## config.mk

```make
export PLATFORM = sky130hd
export DESIGN_NAME = imem_program_encoder_flat
export DESIGN_NICKNAME = d
export VERILOG_FILES = /design/src/rtl/imem_program_encoder_pkg.sv /design/src/rtl/imem_program_encoder_if.sv /design/src/rtl/instr_field_packer.sv /design/src/rtl/imem_program_encoder.sv /design/src/flat_wrapper.sv
export SDC_FILE = /design/constraint.sdc
export NUM_CORES = 1
export LEC_CHECK = 0
export BUFFER_PORTS_ARGS = -buffer_cell sky130_fd_sc_hd__buf_2
export CAP_MARGIN = 20
export CORE_ASPECT_RATIO = 0.9
export CORE_MARGIN = 2
export CORE_UTILIZATION = 30
export DETAILED_ROUTE_END_ITERATION = 8
export PLACE_DENSITY = 0.56
export SETUP_SLACK_MARGIN = 0.02
export SLEW_MARGIN = 20
export SYNTH_ARGS = -nofsm -noshare
export SYNTH_HDL_FRONTEND = slang
export SYNTH_SLANG_ARGS = --single-unit
```

## constraint.sdc

```tcl
create_clock -name clk -period 1.9 [get_ports clk]
set_input_delay 0.285 -clock clk [delete_from_list [all_inputs] [get_ports clk]]
set_output_delay 0.285 -clock clk [all_outputs]
set_load 0.02 [all_outputs]
```

## src/rtl/imem_program_encoder_pkg.sv

```systemverilog
// Shared MIPS ISA constants: opcodes, R-type functs, request op classes, loader states.
// Latency: none (package only).
// Backpressure: none (package only).
// Contents: OPC_* opcode fields, FN_* funct fields, IOP_* request op classes,
//           enc_state_e loader states, itype() I-format packing helper.
package imem_program_encoder_pkg;

   // primary opcode field, bits [31:26]
   localparam logic [5:0] OPC_R_FORMAT = 6'd0;
   localparam logic [5:0] OPC_J        = 6'd2;
   localparam logic [5:0] OPC_JAL      = 6'd3;
   localparam logic [5:0] OPC_BEQ      = 6'd4;
   localparam logic [5:0] OPC_ADDIU    = 6'd9;
   localparam logic [5:0] OPC_LW       = 6'd35;
   localparam logic [5:0] OPC_SW       = 6'd43;

   // R-type funct field, bits [5:0]
   localparam logic [5:0] FN_SRL  = 6'h02;
   localparam logic [5:0] FN_MFHI = 6'h10;
   localparam logic [5:0] FN_MFLO = 6'h12;
   localparam logic [5:0] FN_ADD  = 6'h20;
   localparam logic [5:0] FN_SUB  = 6'h22;
   localparam logic [5:0] FN_AND  = 6'h24;
   localparam logic [5:0] FN_OR   = 6'h25;
   localparam logic [5:0] FN_SLT  = 6'h2a;

   // request op classes on in_op; 8..15 are illegal
   localparam logic [3:0] IOP_NOP   = 4'd0;
   localparam logic [3:0] IOP_RTYPE = 4'd1;
   localparam logic [3:0] IOP_LW    = 4'd2;
   localparam logic [3:0] IOP_SW    = 4'd3;
   localparam logic [3:0] IOP_BEQ   = 4'd4;
   localparam logic [3:0] IOP_J     = 4'd5;
   localparam logic [3:0] IOP_ADDIU = 4'd6;
   localparam logic [3:0] IOP_JAL   = 4'd7;

   typedef enum logic [1:0] {
      ST_IDLE   = 2'd0,
      ST_ENCODE = 2'd1,
      ST_PAD    = 2'd2,
      ST_DONE   = 2'd3
   } enc_state_e;

   function automatic logic [31:0] itype(input logic [5:0] opc, input logic [4:0] rs,
                                         input logic [4:0] rt, input logic [15:0] imm);
      return {opc, rs, rt, imm};
   endfunction

endpackage

```

## src/rtl/imem_program_encoder_if.sv

```systemverilog
// Request stream (valid/ready) plus instruction-memory write port of the program loader.
// Latency: none (wiring only).
// Backpressure: in_ready gates the request stream; the write port cannot be stalled.
// slave : encoder side (takes requests, drives the write port)
// master: request source / memory side
interface imem_program_encoder_if #(
   parameter int ADDR_W = 8
);
   logic              in_valid;
   logic              in_ready;
   logic [3:0]        in_op;
   logic [5:0]        in_funct;
   logic [4:0]        in_rs;
   logic [4:0]        in_rt;
   logic [4:0]        in_rd;
   logic [4:0]        in_shamt;
   logic [15:0]       in_imm;
   logic [25:0]       in_target;
   logic              in_last;
   logic              wr_en;
   logic [ADDR_W-1:0] wr_addr;
   logic [31:0]       wr_data;

   modport slave (
      input  in_valid, in_op, in_funct, in_rs, in_rt, in_rd, in_shamt,
             in_imm, in_target, in_last,
      output in_ready, wr_en, wr_addr, wr_data
   );

   modport master (
      output in_valid, in_op, in_funct, in_rs, in_rt, in_rd, in_shamt,
             in_imm, in_target, in_last,
      input  in_ready, wr_en, wr_addr, wr_data
   );
endinterface

```

## src/rtl/instr_field_packer.sv

```systemverilog
// Packs field-level instruction requests into 32-bit MIPS words; flags illegal op classes.
// Latency: combinational.
// Backpressure: none.
// Ports: op/funct/rs/rt/rd/shamt/imm/target in -> word (32b), illegal (op 8..15, word is 0).
module instr_field_packer
   import imem_program_encoder_pkg::*;
(
   input  logic [3:0]  op,
   input  logic [5:0]  funct,
   input  logic [4:0]  rs,
   input  logic [4:0]  rt,
   input  logic [4:0]  rd,
   input  logic [4:0]  shamt,
   input  logic [15:0] imm,
   input  logic [25:0] target,
   output logic [31:0] word,
   output logic        illegal
);

   logic [4:0] rs_f;
   logic [4:0] rt_f;
   logic [4:0] sh_f;

   always_comb begin
      word    = 32'd0;
      illegal = 1'b0;
      rs_f    = rs;
      rt_f    = rt;
      sh_f    = shamt;
      case (op)
         IOP_NOP:   word = 32'd0;
         IOP_RTYPE: begin
            // srl has no rs operand; mfhi/mflo read only hi/lo
            if (funct == FN_SRL)
               rs_f = 5'd0;
            if ((funct == FN_MFHI) || (funct == FN_MFLO)) begin
               rs_f = 5'd0;
               rt_f = 5'd0;
               sh_f = 5'd0;
            end
            word = {OPC_R_FORMAT, rs_f, rt_f, rd, sh_f, funct};
         end
         IOP_LW:    word = itype(OPC_LW, rs, rt, imm);
         IOP_SW:    word = itype(OPC_SW, rs, rt, imm);
         IOP_BEQ:   word = itype(OPC_BEQ, rs, rt, imm);
         IOP_ADDIU: word = itype(OPC_ADDIU, rs, rt, imm);
         IOP_J:     word = {OPC_J, target};
         IOP_JAL:   word = {OPC_JAL, target};
         default:   illegal = 1'b1;  // slot still written, as a NOP
      endcase
   end

endmodule

```

## src/rtl/imem_program_encoder.sv

```systemverilog
// Program loader: encodes requests into MIPS words, writes them to imem, then pads NOPs.
// Latency: request accepted in cycle N -> wr_en with registered addr/data in cycle N+1.
// Backpressure: in_ready is high only while encoding; the write port is never stalled.
// Ports: clk, rst (async, high), start pulse, bus (requests in / imem writes out),
//        busy (ENCODE or PAD), done (level), err (sticky per session), count (words written).
module imem_program_encoder
   import imem_program_encoder_pkg::*;
#(
   parameter int ADDR_W     = 8,
   parameter int START_ADDR = 0,
   parameter int PAD_NOPS   = 4
)(
   input  logic                    clk,
   input  logic                    rst,
   input  logic                    start,
   imem_program_encoder_if.slave   bus,
   output logic                    busy,
   output logic                    done,
   output logic                    err,
   output logic [ADDR_W:0]         count
);

   localparam int PAD_W = (PAD_NOPS > 1) ? $clog2(PAD_NOPS + 1) : 1;

   enc_state_e        state;
   enc_state_e        state_nxt;
   logic [ADDR_W-1:0] ptr;
   logic [PAD_W-1:0]  pad_left;
   logic              accept;
   logic              pad_wr;
   logic              do_wr;
   logic              at_top;
   logic              can_start;
   logic [31:0]       packed_word;
   logic              op_illegal;

   instr_field_packer u_packer (
      .op      (bus.in_op),
      .funct   (bus.in_funct),
      .rs      (bus.in_rs),
      .rt      (bus.in_rt),
      .rd      (bus.in_rd),
      .shamt   (bus.in_shamt),
      .imm     (bus.in_imm),
      .target  (bus.in_target),
      .word    (packed_word),
      .illegal (op_illegal)
   );

   // ready depends on state only, so a source may wait on it before raising valid
   assign bus.in_ready = (state == ST_ENCODE);
   assign busy         = (state == ST_ENCODE) || (state == ST_PAD);
   assign done         = (state == ST_DONE);

   always_ff @(posedge clk or posedge rst) begin
      if (rst)
         state <= ST_IDLE;
      else
         state <= state_nxt;
   end

   always_comb begin
      state_nxt = state;
      accept    = 1'b0;
      pad_wr    = 1'b0;
      can_start = 1'b0;
      do_wr     = 1'b0;
      at_top    = (ptr == {ADDR_W{1'b1}});
      case (state)
         ST_IDLE, ST_DONE: begin
            can_start = start;
            if (start)
               state_nxt = ST_ENCODE;
         end
         ST_ENCODE: begin
            accept = bus.in_valid;
            if (accept) begin
               // the top word is the last one that fits: session ends there
               if (at_top)
                  state_nxt = ST_DONE;
               else if (bus.in_last)
                  state_nxt = (PAD_NOPS == 0) ? ST_DONE : ST_PAD;
            end
         end
         ST_PAD: begin
            pad_wr = 1'b1;
            if (at_top || (pad_left == PAD_W'(1)))
               state_nxt = ST_DONE;
         end
         default: state_nxt = ST_IDLE;
      endcase
      do_wr = accept | pad_wr;
   end

   always_ff @(posedge clk or posedge rst) begin
      if (rst) begin
         ptr         <= '0;
         count       <= '0;
         err         <= 1'b0;
         pad_left    <= '0;
         bus.wr_en   <= 1'b0;
         bus.wr_addr <= '0;
         bus.wr_data <= 32'd0;
      end else begin
         bus.wr_en <= do_wr;
         if (can_start) begin
            ptr   <= ADDR_W'(START_ADDR);
            count <= '0;
            err   <= 1'b0;
         end
         if (do_wr) begin
            bus.wr_addr <= ptr;
            bus.wr_data <= accept ? packed_word : 32'd0;
            ptr         <= ptr + 1'b1;
            count       <= count + 1'b1;
            if (at_top || (accept && op_illegal))
               err <= 1'b1;
         end
         if (accept && bus.in_last)
            pad_left <= PAD_W'(PAD_NOPS);
         else if (pad_wr)
            pad_left <= pad_left - 1'b1;
      end
   end

endmodule

```

## src/flat_wrapper.sv

```systemverilog
// flat-port wrapper written by rule: the top's interface ports become plain ports
module imem_program_encoder_flat import imem_program_encoder_pkg::*;
#(
   parameter int ADDR_W     = 8,
   parameter int START_ADDR = 0,
   parameter int PAD_NOPS   = 4
)
  (clk, rst, start, busy, done, err, count, bus_in_valid, bus_in_op, bus_in_funct, bus_in_rs, bus_in_rt, bus_in_rd, bus_in_shamt, bus_in_imm, bus_in_target, bus_in_last, bus_in_ready, bus_wr_en, bus_wr_addr, bus_wr_data);
  imem_program_encoder_if #(.ADDR_W(ADDR_W)) bus_i ();
  input  logic clk;
  input  logic rst;
  input  logic start;
  output logic busy;
  output logic done;
  output logic err;
  output logic [ADDR_W:0] count;
  input wire logic [$bits(bus_i.in_valid)-1:0] bus_in_valid;
  input wire logic [$bits(bus_i.in_op)-1:0] bus_in_op;
  input wire logic [$bits(bus_i.in_funct)-1:0] bus_in_funct;
  input wire logic [$bits(bus_i.in_rs)-1:0] bus_in_rs;
  input wire logic [$bits(bus_i.in_rt)-1:0] bus_in_rt;
  input wire logic [$bits(bus_i.in_rd)-1:0] bus_in_rd;
  input wire logic [$bits(bus_i.in_shamt)-1:0] bus_in_shamt;
  input wire logic [$bits(bus_i.in_imm)-1:0] bus_in_imm;
  input wire logic [$bits(bus_i.in_target)-1:0] bus_in_target;
  input wire logic [$bits(bus_i.in_last)-1:0] bus_in_last;
  output wire logic [$bits(bus_i.in_ready)-1:0] bus_in_ready;
  output wire logic [$bits(bus_i.wr_en)-1:0] bus_wr_en;
  output wire logic [$bits(bus_i.wr_addr)-1:0] bus_wr_addr;
  output wire logic [$bits(bus_i.wr_data)-1:0] bus_wr_data;
  assign bus_i.in_valid = bus_in_valid;
  assign bus_i.in_op = bus_in_op;
  assign bus_i.in_funct = bus_in_funct;
  assign bus_i.in_rs = bus_in_rs;
  assign bus_i.in_rt = bus_in_rt;
  assign bus_i.in_rd = bus_in_rd;
  assign bus_i.in_shamt = bus_in_shamt;
  assign bus_i.in_imm = bus_in_imm;
  assign bus_i.in_target = bus_in_target;
  assign bus_i.in_last = bus_in_last;
  assign bus_in_ready = bus_i.in_ready;
  assign bus_wr_en = bus_i.wr_en;
  assign bus_wr_addr = bus_i.wr_addr;
  assign bus_wr_data = bus_i.wr_data;
  imem_program_encoder #(.ADDR_W(ADDR_W), .START_ADDR(START_ADDR), .PAD_NOPS(PAD_NOPS)) u_core (.clk(clk), .rst(rst), .start(start), .bus(bus_i), .busy(busy), .done(done), .err(err), .count(count));
endmodule
```

==> summary.txt <==
Main combinational cell family by area after synthesis -> compound AO/OA/AOI/OAI gates
Critical Path RT -> 1.62 ns
Critical path startpoint category -> register
Root Buffer -> clkbuf_16
CP bufs+invs -> 3
Max Cap Viol -> 0
# H-tree levels -> 3
Iter 0 DRT Violations -> 155
Area grow syn2layout -> 38.5%
Synthesized flop and latch total -> 63
Fraction of layout cells with a size suffix above 1 -> 0.400
Clock Skew -> 0.00522 ns
Syn Nets -> 392
RSZ-0062 raised after global routing -> no
Inserted Clock Buffers -> 9
Power density cells -> 1320 mW/mm^2
Mapped Area -> 0.00313 mm^2
Status -> finished, final reports clean
CP max-delay cell -> dfrtp_1
Die height -> 101 um
Multi-input logic area -> 0.00142 mm^2
Synth top area cells -> dfrtp_1, nand2_1, o21ai_0
Worst-Skew Late Latency -> 0.33 ns
FILL cells -> 1000
Placed Cells -> 571
Clk pin slew, worst setup/hold paths -> 0.05 ns
FMAX -> 569 MHz
CP Cell Sequence -> inv_1 > ha_1 > inv_1 > buf_2
Initial core utilization -> 0.307
Number of flops mapped to enable cells by yosys -> 0
Final core utilization -> 0.426
CTS Sinks -> 63
Vias in the first global route -> 3033
Synth Area in XOR/XNOR -> 0.0112
Simple-Gate Fraction of Synth Area -> 0.179
Wire length per cell -> 15.8 um
I/O pin count -> 131
First-pass GRT wire length -> 15000 um
Post-Synth Adder-Cell Area -> 0.0279
Fin cells -> 587
Die X -> 112 um
Mux cell area share after synthesis -> 0.0128
Fin crit share -> 0.926
ANT nets after route -> 0
Initial antenna violation count -> 0
Worst hold path type -> primary input to asynchronous set/reset pin
Setup tns final -> 0 ns
Layout net count -> 537
Yosys top cell by area -> dfrtp_1
Peak VDD IR -> 692 uV
Post-CTS Hold Fix Bufs -> 0
DP HPWL -> 6950 um
DP Worst Slack -> -0.00597 ns
CTS max path bufs -> 2
FFs w/ async S/R, synth -> 1.00
Final hold vios -> 0
Ant diodes -> 0
Synth Area per Inst -> 10.2 um^2
Compound-Gate Fraction of Synth Area -> 0.213
Pin count of the biggest net entering global routing -> 39
Final setup violation count -> 0
Port bufs -> 129
Clock period minus worst slack -> 1.76 ns
Final Max Tran Viols -> 0
Overflow after GRT -> 0
Post-Synthesis Cells -> 308
Crit path kind -> register to output port
Ys Warns -> 0
Share of the synthesized area in the top cell type -> 0.503
GRT Total Usage -> 0.167
Register area -> 0.00158 mm^2
Vias after detailed routing -> 3013
Cell mode on critical path -> inv_1
DRC viols -> 0
Drt first pass iters -> 7
Element type at the critical path end -> output port
Leak -> 0.00226 uW
Worst-Margin Slew -> 0.882 ns
Most used DFF post-synth -> dfrtp_1
Vias per cell -> 5.13
Critical Path Fanout Max -> 7
Final estimated routing congestion in global placement -> 0.823
Die area -> 0.0113 mm^2
Setup WS post-layout -> 0.141 ns
CP peak stage delay -> 0.40 ns
Critical path arrival -> 1.47 ns
Core area -> 0.0102 mm^2
Relative slew margins -> 0.410
Seq/Total Area, Yosys -> 0.503
Yosys cell types -> 54
Setup Buffers After CTS -> 0
Final WL -> 9250 um
CTS tree -> done
Worst path top cell family by delay -> flip-flops
Core Rows -> 35
worst paths after layout:
path                                     endpoint  cells after the start                   from  slack, ns
min in group clk            u_core.bus.wr_data[6]                      3        bus_in_shamt[0]       0.18
max in group asynchronous  u_core.bus.wr_data[27]                      3                    rst       1.46
max reg2reg                       u_core.state[0]                      6        u_core.state[0]       0.18
min reg2reg                 u_core.bus.wr_addr[0]                      2  u_core.bus.wr_addr[0]       0.46
min                        u_core.bus.wr_data[23]                      3                    rst       0.01
max                                          busy                      4        u_core.state[0]       0.14
kinds of logic after synthesis:
logic type | after synthesis
xor gates and xnor gates | 4
and+or+nand+nor | 111
buffers and inverters | 28
AOI/OAI and AO/OA | 90
DFF | 63
other | 1
muxes | 4
adders and majority gates | 7
registers in the layout, summed over array words and instances, names as in the netlist:
name,count
u_core.bus.wr_en,1
u_core.pad_left,3
u_core.bus.wr_data,31
u_core.ptr,8
u_core.count,9
u_core.err,1
u_core.state,2
u_core.bus.wr_addr,8
worst min-delay path, delay by kind of cell:
| kind | cells | cell delay (ns) |
|---|---|---|
| buffers and inverters | 3 | 0.45 |
metal layers:
metal  global-route usage  part of all wire  up-vias
met3               0.0499             0.076       10
li1                     -                 -     1446
met4               0.0636             0.012        0
met2                0.276              0.46      127
met5                    0                 0        -
met1                0.208              0.45     1430
cells in the mapped netlist, types with 2 or more instances:
library cell,number
nand2b_1,2
nand4_1,5
buf_4,2
o21a_1,2
ha_1,7
a221o_1,10
nand3b_1,4
o21ai_0,30
o2bb2ai_1,2
inv_1,8
dfrtp_1,63
nand3_1,13
a21oi_1,7
buf_6,5
o21a_4,2
a31oi_1,2
o211ai_1,4
a222oi_1,11
a32oi_1,4
clkbuf_1,9
mux2i_1,4
and3_1,8
xnor2_1,2
nor2_1,6
o31ai_1,4
xor2_1,2
a22oi_1,5
and3_2,3
nand2_1,54
nor3_1,4
per-stage QoR:
step	hold WS [ns]	power (uW)	instance area, um^2
2_1_floorplan	0.367	3160	3140
3_3_place_gp	0.368	3900	4000
3_5_place_dp	0.363	3960	4000
4_1_cts	0.0176	5780	4340
5_1_grt	0.0513	6090	4340
6_report	0.0140	5730	4340
power breakdown:
| group | internal, uW | switching, uW | total [uW] |
|---|---|---|---|
| registers | 1620 | 214 | 1830 |
| logic | 771 | 1330 | 2100 |
| clock network | 1220 | 579 | 1800 |
what timing repair did:
item,CTS,global route
gates resized for setup,2,1
pin swaps,0,0
setup endpoints to repair,4,1
area by class of cell:
class	count	area share
Clock buffer	13	0.0599
Clock inverter	3	0.0150
Inverter	9	0.00778
Multi-Input combinational cell	217	0.327
Sequential cell	63	0.363
Tap cell	129	0.0372
Timing Repair Buffer	153	0.190
cell usage in the layout, fill, tap and decap left out, types with 3 or more instances in the layout:
master     instances
nand4_1            5
o211ai_1           4
buf_2            129
and3_2             3
o21ai_0           30
nor3_1             3
inv_1              7
mux2i_1            4
buf_4             24
a221o_1           10
nand3b_1           4
ha_1               6
and3_1             8
clkbuf_16          9
a32oi_1            4
nor2_1             6
nand2_1           54
a22oi_1            5
nand3_1           13
a21oi_1            6
a222oi_1          11
dfrtp_1           63
o31ai_1            4
(Power assumes the default switching activity.)
